==> src/rtl/turbo_pkg.sv <==
// Shared state type and sizing helpers for the turbo block serializer.
// Pure declarations: no timing, no flow control.
package turbo_pkg;

  typedef enum logic {
    IDLE = 1'b0,
    SEND = 1'b1
  } ser_state_t;

  function automatic int nstreams(input int nout);
    return 1 + 2 * nout;
  endfunction

  // Beats per block when data positions carry one alternating parity bit.
  function automatic int punctured_beats(input int n, input int tail_bits, input int nout);
    return 2 * n + nstreams(nout) * tail_bits;
  endfunction

endpackage

==> src/rtl/turbo_serial_index_gen.sv <==
// Walks (pos, stream) position-major over one block; TURBO_SERIALIZER_PUNCTURE_EN skips unused parity.
// Index and last come straight from registers; counters move only on advance (an accepted beat).
module turbo_serial_index_gen import turbo_pkg::*; #(
  parameter  int N         = 10,
  parameter  int TAIL_BITS = 2,
  parameter  int NOUT      = 2,
  localparam int NSTREAM   = nstreams(NOUT),
  localparam int L         = N + TAIL_BITS,
  localparam int SW        = $clog2(NSTREAM),
  localparam int PW        = $clog2(L)
) (
  input  logic          clk,
  input  logic          reset,
  input  logic          clear,
  input  logic          advance,
  output logic [PW-1:0] pos,
  output logic [SW-1:0] stream,
  output logic          last
);

  localparam logic [SW-1:0] LAST_STREAM = SW'(NSTREAM - 1);
  localparam logic [PW-1:0] LAST_POS    = PW'(L - 1);
`ifdef TURBO_SERIALIZER_PUNCTURE_EN
  localparam logic [PW-1:0] DATA_END    = PW'(N);
  localparam logic [SW-1:0] ENC1_STREAM = SW'(1);
  localparam logic [SW-1:0] ENC2_STREAM = SW'(NOUT + 1);
`endif

  logic [PW-1:0] pos_q;
  logic [PW-1:0] pos_d;
  logic [SW-1:0] stream_q;
  logic [SW-1:0] stream_d;

  always_comb begin
    pos_d    = pos_q;
    stream_d = stream_q;
    if (stream_q == LAST_STREAM) begin
      stream_d = '0;
      pos_d    = (pos_q == LAST_POS) ? '0 : pos_q + 1'b1;
    end else begin
      stream_d = stream_q + 1'b1;
    end
`ifdef TURBO_SERIALIZER_PUNCTURE_EN
    // Data positions: systematic, then encoder-1 on even pos or encoder-2 on odd pos.
    if (pos_q < DATA_END) begin
      if (stream_q == '0) begin
        pos_d    = pos_q;
        stream_d = pos_q[0] ? ENC2_STREAM : ENC1_STREAM;
      end else begin
        pos_d    = pos_q + 1'b1;
        stream_d = '0;
      end
    end
`endif
  end

  always_ff @(posedge clk) begin
    if (reset || clear) begin
      pos_q    <= '0;
      stream_q <= '0;
    end else if (advance) begin
      pos_q    <= pos_d;
      stream_q <= stream_d;
    end
  end

  assign pos    = pos_q;
  assign stream = stream_q;
  assign last   = (pos_q == LAST_POS) && (stream_q == LAST_STREAM);

endmodule

==> src/rtl/turbo_block_serializer.sv <==
// Captures a parallel turbo block and streams it one bit per beat, first beat the cycle after capture; TURBO_SERIALIZER_PUNCTURE_EN enables parity puncturing.
// out_* hold while out_ready is low; in_ready only in IDLE, so blocks are separated by one idle cycle.
module turbo_block_serializer import turbo_pkg::*; #(
  parameter  int N         = 10,
  parameter  int TAIL_BITS = 2,
  parameter  int NOUT      = 2,
  localparam int NSTREAM   = nstreams(NOUT),
  localparam int L         = N + TAIL_BITS,
  localparam int SW        = $clog2(NSTREAM),
  localparam int PW        = $clog2(L)
) (
  input  logic          clk,
  input  logic          reset,
  input  logic          in_valid,
  output logic          in_ready,
  input  logic          y [NSTREAM][L],
  output logic          out_valid,
  input  logic          out_ready,
  output logic          out_bit,
  output logic [SW-1:0] out_stream,
  output logic [PW-1:0] out_pos,
  output logic          out_last
);

  ser_state_t    state_q;
  ser_state_t    state_d;
  logic          blk_buf [NSTREAM][L];
  logic          capture;
  logic          beat_acc;
  logic          idx_last;
  logic [SW-1:0] idx_stream;
  logic [PW-1:0] idx_pos;

  always_ff @(posedge clk) begin
    if (reset) begin
      state_q <= IDLE;
    end else begin
      state_q <= state_d;
    end
  end

  // Gating with reset keeps a beat from looking accepted in the cycle it is aborted.
  always_comb begin
    state_d   = state_q;
    in_ready  = 1'b0;
    out_valid = 1'b0;
    capture   = 1'b0;
    case (state_q)
      IDLE: begin
        in_ready = !reset;
        capture  = in_valid && !reset;
        if (capture) state_d = SEND;
      end
      SEND: begin
        out_valid = !reset;
        if (out_ready && idx_last) state_d = IDLE;
      end
      default: state_d = IDLE;
    endcase
  end

  assign beat_acc = out_valid && out_ready;

  always_ff @(posedge clk) begin
    for (int s = 0; s < NSTREAM; s++) begin
      for (int p = 0; p < L; p++) begin
        if (reset) begin
          blk_buf[s][p] <= 1'b0;
        end else if (capture) begin
          blk_buf[s][p] <= y[s][p];
        end
      end
    end
  end

  turbo_serial_index_gen #(
    .N         (N),
    .TAIL_BITS (TAIL_BITS),
    .NOUT      (NOUT)
  ) u_index_gen (
    .clk     (clk),
    .reset   (reset),
    .clear   (capture),
    .advance (beat_acc),
    .pos     (idx_pos),
    .stream  (idx_stream),
    .last    (idx_last)
  );

  assign out_bit    = out_valid && blk_buf[idx_stream][idx_pos];
  assign out_stream = idx_stream;
  assign out_pos    = idx_pos;
  assign out_last   = out_valid && idx_last;

endmodule

==> config.mk <==
export PLATFORM = sky130hd
export DESIGN_NAME = turbo_block_serializer
export DESIGN_NICKNAME = d
export VERILOG_FILES = /design/src/rtl/turbo_pkg.sv /design/src/rtl/turbo_serial_index_gen.sv /design/src/rtl/turbo_block_serializer.sv
export SDC_FILE = /design/constraint.sdc
export NUM_CORES = 1
export LEC_CHECK = 0
export CAP_MARGIN = 30
export CORE_ASPECT_RATIO = 1.25
export CORE_MARGIN = 8
export CORE_UTILIZATION = 35
export CTS_BUF_LIST = sky130_fd_sc_hd__clkbuf_8
export DETAILED_ROUTE_END_ITERATION = 10
export PLACE_DENSITY = 0.57
export SLEW_MARGIN = 30
export SYNTH_ARGS = -nofsm -noshare
export SYNTH_HDL_FRONTEND = slang
export SYNTH_SLANG_ARGS = --single-unit
==> constraint.sdc <==
create_clock -name clk -period 3.5 [get_ports clk]
set_clock_uncertainty 0.15 [all_clocks]
set_input_delay 0.525 -clock clk [delete_from_list [all_inputs] [get_ports clk]]
set_output_delay 0.525 -clock clk [all_outputs]
set_load 0.02 [all_outputs]
-- Word-level counts from Yosys, hierarchy flattened
Memory sizes are Yosys's and may differ from the RTL's. A register that Yosys moved wholly into a read port is not among the register bits.
Cells that the tools add are included.
- add/subtract/negate cells: 2
- multiply operators: 0
- div/mod/pow operators: 0
- magnitude comparators: 1
- equality and inequality tests: 2
- shift-type cells: 0
- mux-type cells: 78
- bitwise logic cells: 62
- reduce and logical (&&, ||, !) cells: 9
- operator list (operator ; count):
    $mux W1 ; 72
    $or A1 B1 Y1 ; 60
    $mux W3 ; 3
    $logic_and A1 B1 Y1 ; 6
    $ge A5 B5 Y1 const B ; 1
    $not A4 Y5 ; 1
    $add A4 B1 Y4 const B ; 1
    $bmux W1 S4 ; 1
    $eq A4 B4 Y1 const B ; 1
    $mux W4 ; 1
    $add A3 B1 Y3 const B ; 1
    $eq A3 B3 Y1 const B ; 1
    $pmux W1 S2 ; 1
    $reduce_and A2 Y1 ; 1
    $logic_not A1 Y1 ; 1
    $logic_or A1 B1 Y1 ; 1
    $not A1 Y1 ; 1
- register bits: 8
- latch bits: 0
- RAM bits: 60
- bits in read-only memories: 0
- input port bits: 64
- output and inout bits: 11
- word-level logic and storage cells: 158
- memories: 1
- memories (name ; depth ; width ; read ports ; clocked after memory_dff ; wr ports ; line ; source):
    blk_buf ; 5 ; 12 ; 1 ; 1 ; 5 ; turbo_block_serializer.sv:27 ; logic blk_buf [NSTREAM][L];

-- Depth between registers and ports, before layout
Gate-level depths: netlist (run 1).
- word-level depth: 7
- gate-level depth with buffers: 7
- gate-level depth less buffers: 7

-- By module
From an unflattened synthesis (run 1), not the netlist that was laid out.
- cells, all modules: 235
- area, all modules: 3211.8 sq um
- modules (own cells, without submodules) (module ; instances ; cells each ; area each (sq um) ; seq. area each (sq um)):
    turbo_block_serializer ; 1 ; 192 ; 2852.7 ; 1821.7
    turbo_serial_index_gen ; 1 ; 43 ; 359.1 ; 140.1

-- Worst setup path after synthesis (run 1)
No wires, ideal clock.
- path kind: input to register
- start point: in reset
- end point: mem blk_buf[0][0] in the netlist's numbering (enable)
- setup time: 0.446 ns
- arrival time: 2.848 ns
- data required time: 2.904 ns
- slack: 0.056 ns
- cell stages on the path: 4
- path buffers: 1
- cells stage by stage: nor2_1 -> and2_1 -> or2_2 -> clkbuf_1
- RTL lines (element ; line ; source):
    start: declaration ; turbo_block_serializer.sv:13 ; input logic reset,
    end: declaration ; turbo_block_serializer.sv:27 ;

==> results of run 1 <==
[cell type report]
| type | instances | area (µm²) |
|---|---|---|
| Timing Repair Buffer | 82 | 816 |
| Tap cell | 123 | 154 |
| Clock inverter | 7 | 27.5 |
| Inverter | 3 | 11.3 |
| Clock buffer | 9 | 124 |
| Sequential cell | 71 | 2020 |
| Multi-Input combinational cell | 140 | 1190 |
| Fill cell | 849 | 4830 |
[metal layers]
| metal | track usage | up-vias | wire (µm) |
|---|---|---|---|
| met5 | 0 | - | 0 |
| met4 | 0.0606 | 0 | 137 |
| met3 | 0.0358 | 8 | 363 |
| met2 | 0.195 | 53 | 3650 |
| met1 | 0.137 | 1012 | 2950 |
| li1 | - | 1057 | - |
[worst paths after layout]
check / slack, ns / cells after the start / start / to
hold reg to reg: 0.41 / 2 / u_index_gen.stream[2] / u_index_gen.stream[2]
setup / recovery: 0.39 / 7 / flip-flop / out_bit
setup reg to reg: 1.52 / 4 / state_q / blk_buf[1][4]
hold / removal: 0.41 / 2 / u_index_gen.stream[2] / u_index_gen.stream[2]
[metrics by stage]
| stage | cells | power (mW) |
|---|---|---|
| after detailed placement | 419 | 1.22 |
| after CTS | 435 | 1.74 |
| after global routing | 435 | 1.79 |
| final | 435 | 1.71 |
| after floorplan | 233 | 1.11 |
| after global placement | 419 | 1.22 |
[cells in the mapped netlist, drive strengths merged (2+ instances only)]
library cell  number  share of area
a2111oi            2          0.013
a21oi              3         0.0045
and2               2         0.0038
and3              60           0.11
buf                5         0.0099
clkbuf            14          0.016
dfxtp             11          0.067
edfxtp            60           0.55
ha                 3          0.011
inv                3         0.0034
mux2i              6          0.018
mux4              14           0.10
nand2              5         0.0057
nand2b             3         0.0057
nand3              3         0.0045
nand3b             4         0.0091
nor2               9          0.010
nor2b              4         0.0099
nor3               3         0.0045
nor4               3         0.0057
o21ai              4         0.0061
[cell families after synthesis]
family	Yosys count	share of synthesized area
XOR/XNOR	1	0.00266
flip-flops	71	0.613
buffers and inverters	22	0.0292
AO/OA/AOI/OAI	14	0.0356
adder cells (fa/ha/maj)	3	0.0114
AND/OR/NAND/NOR	102	0.187
multiplexers	20	0.122
[tightest hold or removal path, delay by kind of cell, from the launching register on]
family / cells / cell delay [ns]
AO/OA/AOI/OAI: 2 / 0.17
flip-flops: 1 / 0.35
[layout by cell type, fill, tap and decap left out, types with 3 or more instances in the layout]
| cell type | instances |
|---|---|
| and3_1 | 60 |
| nor2b_1 | 3 |
| clkdlybuf4s50_1 | 73 |
| mux4_1 | 7 |
| mux4_2 | 7 |
| nand2b_1 | 3 |
| dfxtp_1 | 10 |
| nor4_1 | 3 |
| nand2_1 | 5 |
| ha_1 | 3 |
| nor2_1 | 8 |
| mux2i_1 | 6 |
| o21ai_0 | 4 |
| buf_4 | 7 |
| nor3_1 | 3 |
| nand3b_1 | 4 |
| clkbuf_8 | 9 |
| edfxtp_1 | 60 |
| a21oi_1 | 3 |
| inv_1 | 8 |
| nand3_1 | 3 |
[sequential cells by signal (all words and copies together), names as in the netlist, named ones only]
name                count
blk_buf                60
state_q                 1
u_index_gen.pos         4
u_index_gen.stream      3
[power groups by stage]
| stage | Clock, mW | Combinational [mW] | Sequential (mW) |
|---|---|---|---|
| 2_1_floorplan | 0 | 0.100 | 1.01 |
| 3_3_place_gp | 0 | 0.199 | 1.02 |
| 3_5_place_dp | 0 | 0.203 | 1.02 |
| 4_1_cts | 0.533 | 0.203 | 0.999 |
| 5_1_grt | 0.567 | 0.217 | 1.00 |
| 6_report | 0.512 | 0.200 | 0.998 |
==> metrics.txt, run 1 <==
# TYPE chip_impl_metric gauge
chip_impl_info{name="rsz0062_at_grt",value="no"} 1
chip_impl_metric{name="share_comb_of_total_power",unit=""} 0.117
chip_impl_metric{name="ctsHtreeMaxLevel",unit=""} 3
chip_impl_metric{name="final.setup.worst_slack",unit="ns"} 0.390
chip_impl_metric{name="finalWorstPathRequiredPeriod",unit="ns"} 3.11
chip_impl_metric{name="max_cap_viol_count",unit=""} 0
chip_impl_metric{name="synth-async-reset-ratio",unit=""} 0
chip_impl_metric{name="period_utilization_post_route",unit=""} 0.888
chip_impl_metric{name="global_route.overflow_total",unit=""} 0
chip_impl_metric{name="die_height",unit="µm"} 125
chip_impl_metric{name="worstPathArrival",unit="ns"} 2.43
chip_impl_metric{name="ir_worst_vdd",unit="mV"} 0.128
chip_impl_metric{name="synth_enable_flop_cells",unit=""} 60
chip_impl_metric{name="grt_first_pass_wirelength",unit="mm"} 11.6
chip_impl_metric{name="core_area",unit="mm²"} 0.00917
chip_impl_metric{name="die_w",unit="µm"} 103
chip_impl_metric{name="drcViolationCount",unit=""} 0
chip_impl_metric{name="ys_ff_latch",unit=""} 71
chip_impl_metric{name="post_detailed_route_wirelength_per_cell",unit="µm"} 16.3
chip_impl_metric{name="place_ws",unit="ns"} 0.269
chip_impl_metric{name="internal_power",unit="mW"} 1.34
chip_impl_metric{name="power.sequential.fraction",unit=""} 0.583
chip_impl_metric{name="place_congestion",unit=""} 0.758
chip_impl_metric{name="power_leakage",unit="nW"} 1.78
chip_impl_metric{name="power.density",unit="mW/mm²"} 394
chip_impl_metric{name="place.detailed.hpwl",unit="mm"} 5.38
chip_impl_info{name="crit_path_end_kind",value="output pin"} 1
chip_impl_metric{name="synth.lib_cells_used.distinct",unit=""} 39
chip_impl_metric{name="wl",unit="mm"} 7.09
chip_impl_info{name="cts-root-buf",value="clkbuf_8"} 1
chip_impl_metric{name="via_count_of_the_first_global_routing_pass",unit=""} 2295
chip_impl_metric{name="placedInstanceArea",unit="mm²"} 0.00419
chip_impl_metric{name="layout_cells_sized_above_1",unit=""} 0.103
chip_impl_metric{name="p_sw",unit="µW"} 370
chip_impl_metric{name="fp-row-count",unit=""} 39
chip_impl_metric{name="clock.fmax",unit="MHz"} 322
chip_impl_metric{name="synth_cells",unit=""} 233
chip_impl_info{name="yosys_most_used_dff",value="edfxtp_1"} 1
chip_impl_metric{name="ctsResizeCount",unit=""} 1
chip_impl_metric{name="design.die.area",unit="mm²"} 0.0128
chip_impl_metric{name="cts.repair_timing.setup_buffer_count",unit=""} 0
chip_impl_metric{name="hold-worst-slack",unit="ns"} 0.411
chip_impl_metric{name="finalHoldViolCount",unit=""} 0
chip_impl_info{name="run_status",value="complete, no violations"} 1
chip_impl_metric{name="drc_marker_count_from_the_first_detailed_route_iteration",unit=""} 73
chip_impl_metric{name="cts_num_sinks",unit=""} 71
chip_impl_metric{name="pin_count_of_the_biggest_net_entering_global_routing",unit=""} 61
chip_impl_metric{name="postLayoutCellArea",unit="mm²"} 0.00434
chip_impl_metric{name="synth.net_count",unit=""} 300
chip_impl_metric{name="pwr-share-clk",unit=""} 0.299
chip_impl_metric{name="via_count",unit=""} 2130
chip_impl_metric{name="drt_pass1_iterations",unit=""} 4
chip_impl_metric{name="via_to_cell_ratio",unit=""} 4.90
chip_impl_info{name="crit_path_cell_trace",value="buf_12 > mux4_2 > nor2b_4 > a2111oi_4 > nor4_1 > a211o_1 > dlymetal6s2s_1"} 1
chip_impl_metric{name="cp.required",unit="ns"} 2.82
chip_impl_metric{name="syn-cell-area",unit="mm²"} 0.00330
chip_impl_metric{name="clk_pin_slew",unit="ns"} 0.06
chip_impl_metric{name="grt.total_usage",unit=""} 0.119
chip_impl_metric{name="worstPathBufferInverterCount",unit=""} 2
chip_impl_metric{name="yosysWarningCount",unit=""} 0
chip_impl_metric{name="worst-slew-pin-transition",unit="ns"} 0.445
chip_impl_metric{name="cts_max_path_buffers",unit=""} 2
chip_impl_metric{name="placement.io_buffers",unit=""} 74
chip_impl_metric{name="area.growth.synth_to_final",unit="%"} 31.7
chip_impl_metric{name="cts_hold_repair.buffers",unit=""} 0
chip_impl_metric{name="ioPinCount",unit=""} 75
chip_impl_metric{name="max-slew-margin-rel",unit=""} 0.703
chip_impl_metric{name="syn_avg_cell_area",unit="µm²"} 14.2
chip_impl_metric{name="finalNetCount",unit=""} 374
chip_impl_info{name="crit_family",value="compound AO/OA/AOI/OAI gates"} 1
chip_impl_metric{name="final_util",unit=""} 0.474
chip_impl_metric{name="slowest_delay",unit="ns"} 0.51
chip_impl_metric{name="number_of_antenna_violations_at_the_first_check_in_global_routing",unit=""} 0
chip_impl_metric{name="detail-route-antenna-nets",unit=""} 0
chip_impl_metric{name="floorplan.initialDensity",unit=""} 0.360
chip_impl_metric{name="setup_viol_count_final",unit=""} 0
chip_impl_metric{name="worstSkewPairLatency",unit="ns"} 0.34
chip_impl_metric{name="synth-seq-area-share",unit=""} 0.613
chip_impl_metric{name="n_antenna_cell",unit=""} 0
chip_impl_metric{name="switching_share",unit=""} 0.216
chip_impl_metric{name="cts_buffers",unit=""} 9
chip_impl_info{name="hold_path_class",value="reg2reg"} 1
chip_impl_info{name="cp_launch_type",value="flip-flop"} 1
chip_impl_info{name="worst_path_max_delay_cell",value="mux4_2"} 1
chip_impl_info{name="clock_tree_from_tritoncts",value="yes"} 1
chip_impl_metric{name="tns",unit="ns"} 0
chip_impl_info{name="critPathKind",value="reg2out"} 1
chip_impl_metric{name="critical_path.max_fanout",unit=""} 8
chip_impl_metric{name="count_of_final_max_slew_check_failures",unit=""} 0
No activity file was read; power rests on OpenSTA's default activity.
==> run 2: changes to the inputs <==
Settings changed: PLACE_DENSITY 0.57 to 0.55.
Clock period 3.5 ns to 3.8 ns, I/O delays scaled along.
==> metrics.txt, run 2 (same netlist as run 1, synthesis figures left out) <==
# TYPE chip_impl_metric gauge
chip_impl_metric{name="floorplan.initialDensity",unit=""} 0.360
chip_impl_metric{name="cts_hold_repair.buffers",unit=""} 0
chip_impl_metric{name="core_area",unit="mm²"} 0.00917
chip_impl_metric{name="pwr-share-clk",unit=""} 0.343
chip_impl_info{name="mostFrequentLayoutCells",value="clkdlybuf4s50_1 (74), and3_1 (60), edfxtp_1 (60)"} 1
chip_impl_metric{name="place.detailed.hpwl",unit="mm"} 5.24
chip_impl_metric{name="global_route.overflow_total",unit=""} 0
chip_impl_metric{name="internal_power",unit="mW"} 1.31
chip_impl_metric{name="drt_pass1_iterations",unit=""} 4
chip_impl_info{name="min_from",value="u_index_gen.pos[3]"} 1
chip_impl_metric{name="ir_worst_vdd",unit="mV"} 0.140
chip_impl_metric{name="ioPinCount",unit=""} 75
chip_impl_info{name="critPathKind",value="reg2out"} 1
chip_impl_metric{name="finalHoldViolCount",unit=""} 0
chip_impl_metric{name="slowest_delay",unit="ns"} 0.55
chip_impl_metric{name="pin_count_of_the_biggest_net_entering_global_routing",unit=""} 61
chip_impl_metric{name="power_leakage",unit="nW"} 1.76
chip_impl_metric{name="cts_buffers",unit=""} 9
chip_impl_metric{name="placement.io_buffers",unit=""} 74
chip_impl_metric{name="share_comb_of_total_power",unit=""} 0.112
chip_impl_metric{name="switching_share",unit=""} 0.220
chip_impl_metric{name="cts.repair_timing.setup_buffer_count",unit=""} 0
chip_impl_metric{name="worstSkewPairLatency",unit="ns"} 0.34
chip_impl_metric{name="place_congestion",unit=""} 0.766
chip_impl_metric{name="power.density",unit="mW/mm²"} 384
chip_impl_metric{name="layout_cells_sized_above_1",unit=""} 0.109
chip_impl_metric{name="area.growth.synth_to_final",unit="%"} 32.8
chip_impl_metric{name="drc_marker_count_from_the_first_detailed_route_iteration",unit=""} 128
chip_impl_metric{name="place_ws",unit="ns"} 0.499
chip_impl_info{name="timing.hold.worst_endpoint",value="u_index_gen.pos[3]"} 1
chip_impl_metric{name="count_of_final_max_slew_check_failures",unit=""} 0
chip_impl_metric{name="n_antenna_cell",unit=""} 0
chip_impl_metric{name="period_utilization_post_route",unit=""} 0.949
chip_impl_info{name="crit_path_end_kind",value="output pin"} 1
chip_impl_metric{name="postLayoutCellArea",unit="mm²"} 0.00438
chip_impl_metric{name="worst-slew-pin-transition",unit="ns"} 0.549
chip_impl_metric{name="final.setup.worst_slack",unit="ns"} 0.193
chip_impl_metric{name="regToRegSetupSlack",unit="ns"} 1.94
chip_impl_info{name="crit_path_cell_trace",value="buf_4 > mux4_2 > nor2b_4 > a2111oi_4 > nor4_1 > a211o_1 > clkdlybuf4s50_1"} 1
chip_impl_metric{name="via_count_of_the_first_global_routing_pass",unit=""} 2329
chip_impl_metric{name="power",unit="mW"} 1.68
chip_impl_metric{name="worstPathArrival",unit="ns"} 2.89
chip_impl_info{name="rsz0062_at_grt",value="no"} 1
chip_impl_metric{name="post_detailed_route_wirelength_per_cell",unit="µm"} 16.3
chip_impl_metric{name="largest_reg_flops",unit=""} 60
chip_impl_metric{name="min_delay_path_depth",unit=""} 2
chip_impl_metric{name="fp-row-count",unit=""} 39
chip_impl_info{name="cts-root-buf",value="clkbuf_8"} 1
chip_impl_metric{name="finalWorstPathRequiredPeriod",unit="ns"} 3.61
chip_impl_metric{name="via_count",unit=""} 2112
chip_impl_metric{name="ff2ff_path_depth",unit=""} 5
chip_impl_metric{name="design.die.area",unit="mm²"} 0.0128
chip_impl_metric{name="max_cap_viol_count",unit=""} 0
chip_impl_metric{name="max-slew-margin-rel",unit=""} 0.633
chip_impl_metric{name="finalNetCount",unit=""} 373
chip_impl_info{name="hold_path_class",value="reg2reg"} 1
chip_impl_info{name="registers.top_by_ff_count",value="blk_buf"} 1
chip_impl_metric{name="fin_cells",unit=""} 434
chip_impl_info{name="crit_family",value="buffers and inverters"} 1
chip_impl_metric{name="die_height",unit="µm"} 125
chip_impl_metric{name="p_sw",unit="µW"} 369
chip_impl_info{name="worst_r2r_startpoint",value="state_q"} 1
chip_impl_metric{name="ctsResizeCount",unit=""} 0
chip_impl_metric{name="grt_first_pass_wirelength",unit="mm"} 11.6
chip_impl_metric{name="power.sequential.fraction",unit=""} 0.546
chip_impl_info{name="leading_cell_type_in_the_layout_fill_and_taps_excluded",value="clkdlybuf4s50_1"} 1
chip_impl_metric{name="wl",unit="mm"} 7.08
chip_impl_info{name="cp_launch_type",value="flip-flop"} 1
chip_impl_metric{name="grt.total_usage",unit=""} 0.120
chip_impl_info{name="worst_path_max_delay_cell",value="clkdlybuf4s50_1"} 1
chip_impl_metric{name="clk_pin_slew",unit="ns"} 0.07
chip_impl_metric{name="worstPathBufferInverterCount",unit=""} 2
chip_impl_metric{name="tns",unit="ns"} 0
chip_impl_metric{name="cts_max_path_buffers",unit=""} 2
chip_impl_metric{name="critical_path.max_fanout",unit=""} 9
chip_impl_metric{name="drcViolationCount",unit=""} 0
chip_impl_metric{name="placedInstanceArea",unit="mm²"} 0.00419
chip_impl_metric{name="ctsHtreeMaxLevel",unit=""} 3
chip_impl_metric{name="worst-path-stages",unit=""} 7
chip_impl_metric{name="detail-route-antenna-nets",unit=""} 0
chip_impl_metric{name="die_w",unit="µm"} 103
chip_impl_metric{name="placed_cells",unit=""} 418
chip_impl_metric{name="layout.filler_cells",unit=""} 869
chip_impl_metric{name="via_to_cell_ratio",unit=""} 4.87
chip_impl_info{name="clock_tree_from_tritoncts",value="yes"} 1
chip_impl_metric{name="cp.required",unit="ns"} 3.08
chip_impl_metric{name="setup_viol_count_final",unit=""} 0
chip_impl_metric{name="cts_num_sinks",unit=""} 71
chip_impl_metric{name="clock.fmax",unit="MHz"} 277
chip_impl_metric{name="number_of_antenna_violations_at_the_first_check_in_global_routing",unit=""} 0
chip_impl_info{name="run_status",value="complete, no violations"} 1
[run 2: metrics by stage]
stage	util	hold WS [ns]
floorplan	-	0.439
global placement	0.457	0.404
detailed placement	0.457	0.407
CTS	0.478	0.415
global route	0.478	0.439
finish	0.478	0.413
[run 2: worst max path at each step]
stage / to / start / slack, ns
2_1_floorplan: blk_buf[0][0] / reset / 0.31
3_5_place_dp: out_bit / reset / 0.50
6_report: out_bit / flip-flop / 0.19
5_1_grt: out_bit / flip-flop / 0.05
3_3_place_gp: out_bit / flip-flop / 0.58
4_1_cts: out_bit / flip-flop / 0.14
[run 2: layout make-up]
class | instances | area, µm² | area share
clock buffer | 9 | 124 | 0.0283
clock inverter | 7 | 63.8 | 0.0146
inverter | 3 | 11.3 | 0.00257
multi-input combinational | 140 | 1190 | 0.271
sequential | 71 | 2020 | 0.461
tap | 123 | 154 | 0.0351
timing repair buffer | 81 | 818 | 0.187
[run 2: power groups by stage]
| stage | logic [mW] | clock network (mW) | registers, mW |
|---|---|---|---|
| after floorplan | 0.0922 | 0 | 0.931 |
| after global placement | 0.189 | 0 | 0.936 |
| after detailed placement | 0.191 | 0 | 0.937 |
| after CTS | 0.191 | 0.593 | 0.920 |
| after global routing | 0.205 | 0.621 | 0.924 |
| final | 0.188 | 0.576 | 0.918 |
[run 2: worst register-to-register path, stage by stage, from the launching register on]
cell and delay [ns]:
dfxtp_1 0.41, nor2_4 0.12, and2_1 0.19, or2_2 0.34, buf_12 0.20, nor3_1 0.34
[run 2: routing by layer]
layer / vias to the layer above / part of all wire / GRT usage
li1: 1056 / - / -
met1: 997 / 0.41 / 0.131
met2: 50 / 0.52 / 0.207
met3: 9 / 0.047 / 0.0308
met4: 0 / 0.018 / 0.0589
met5: - / 0 / 0
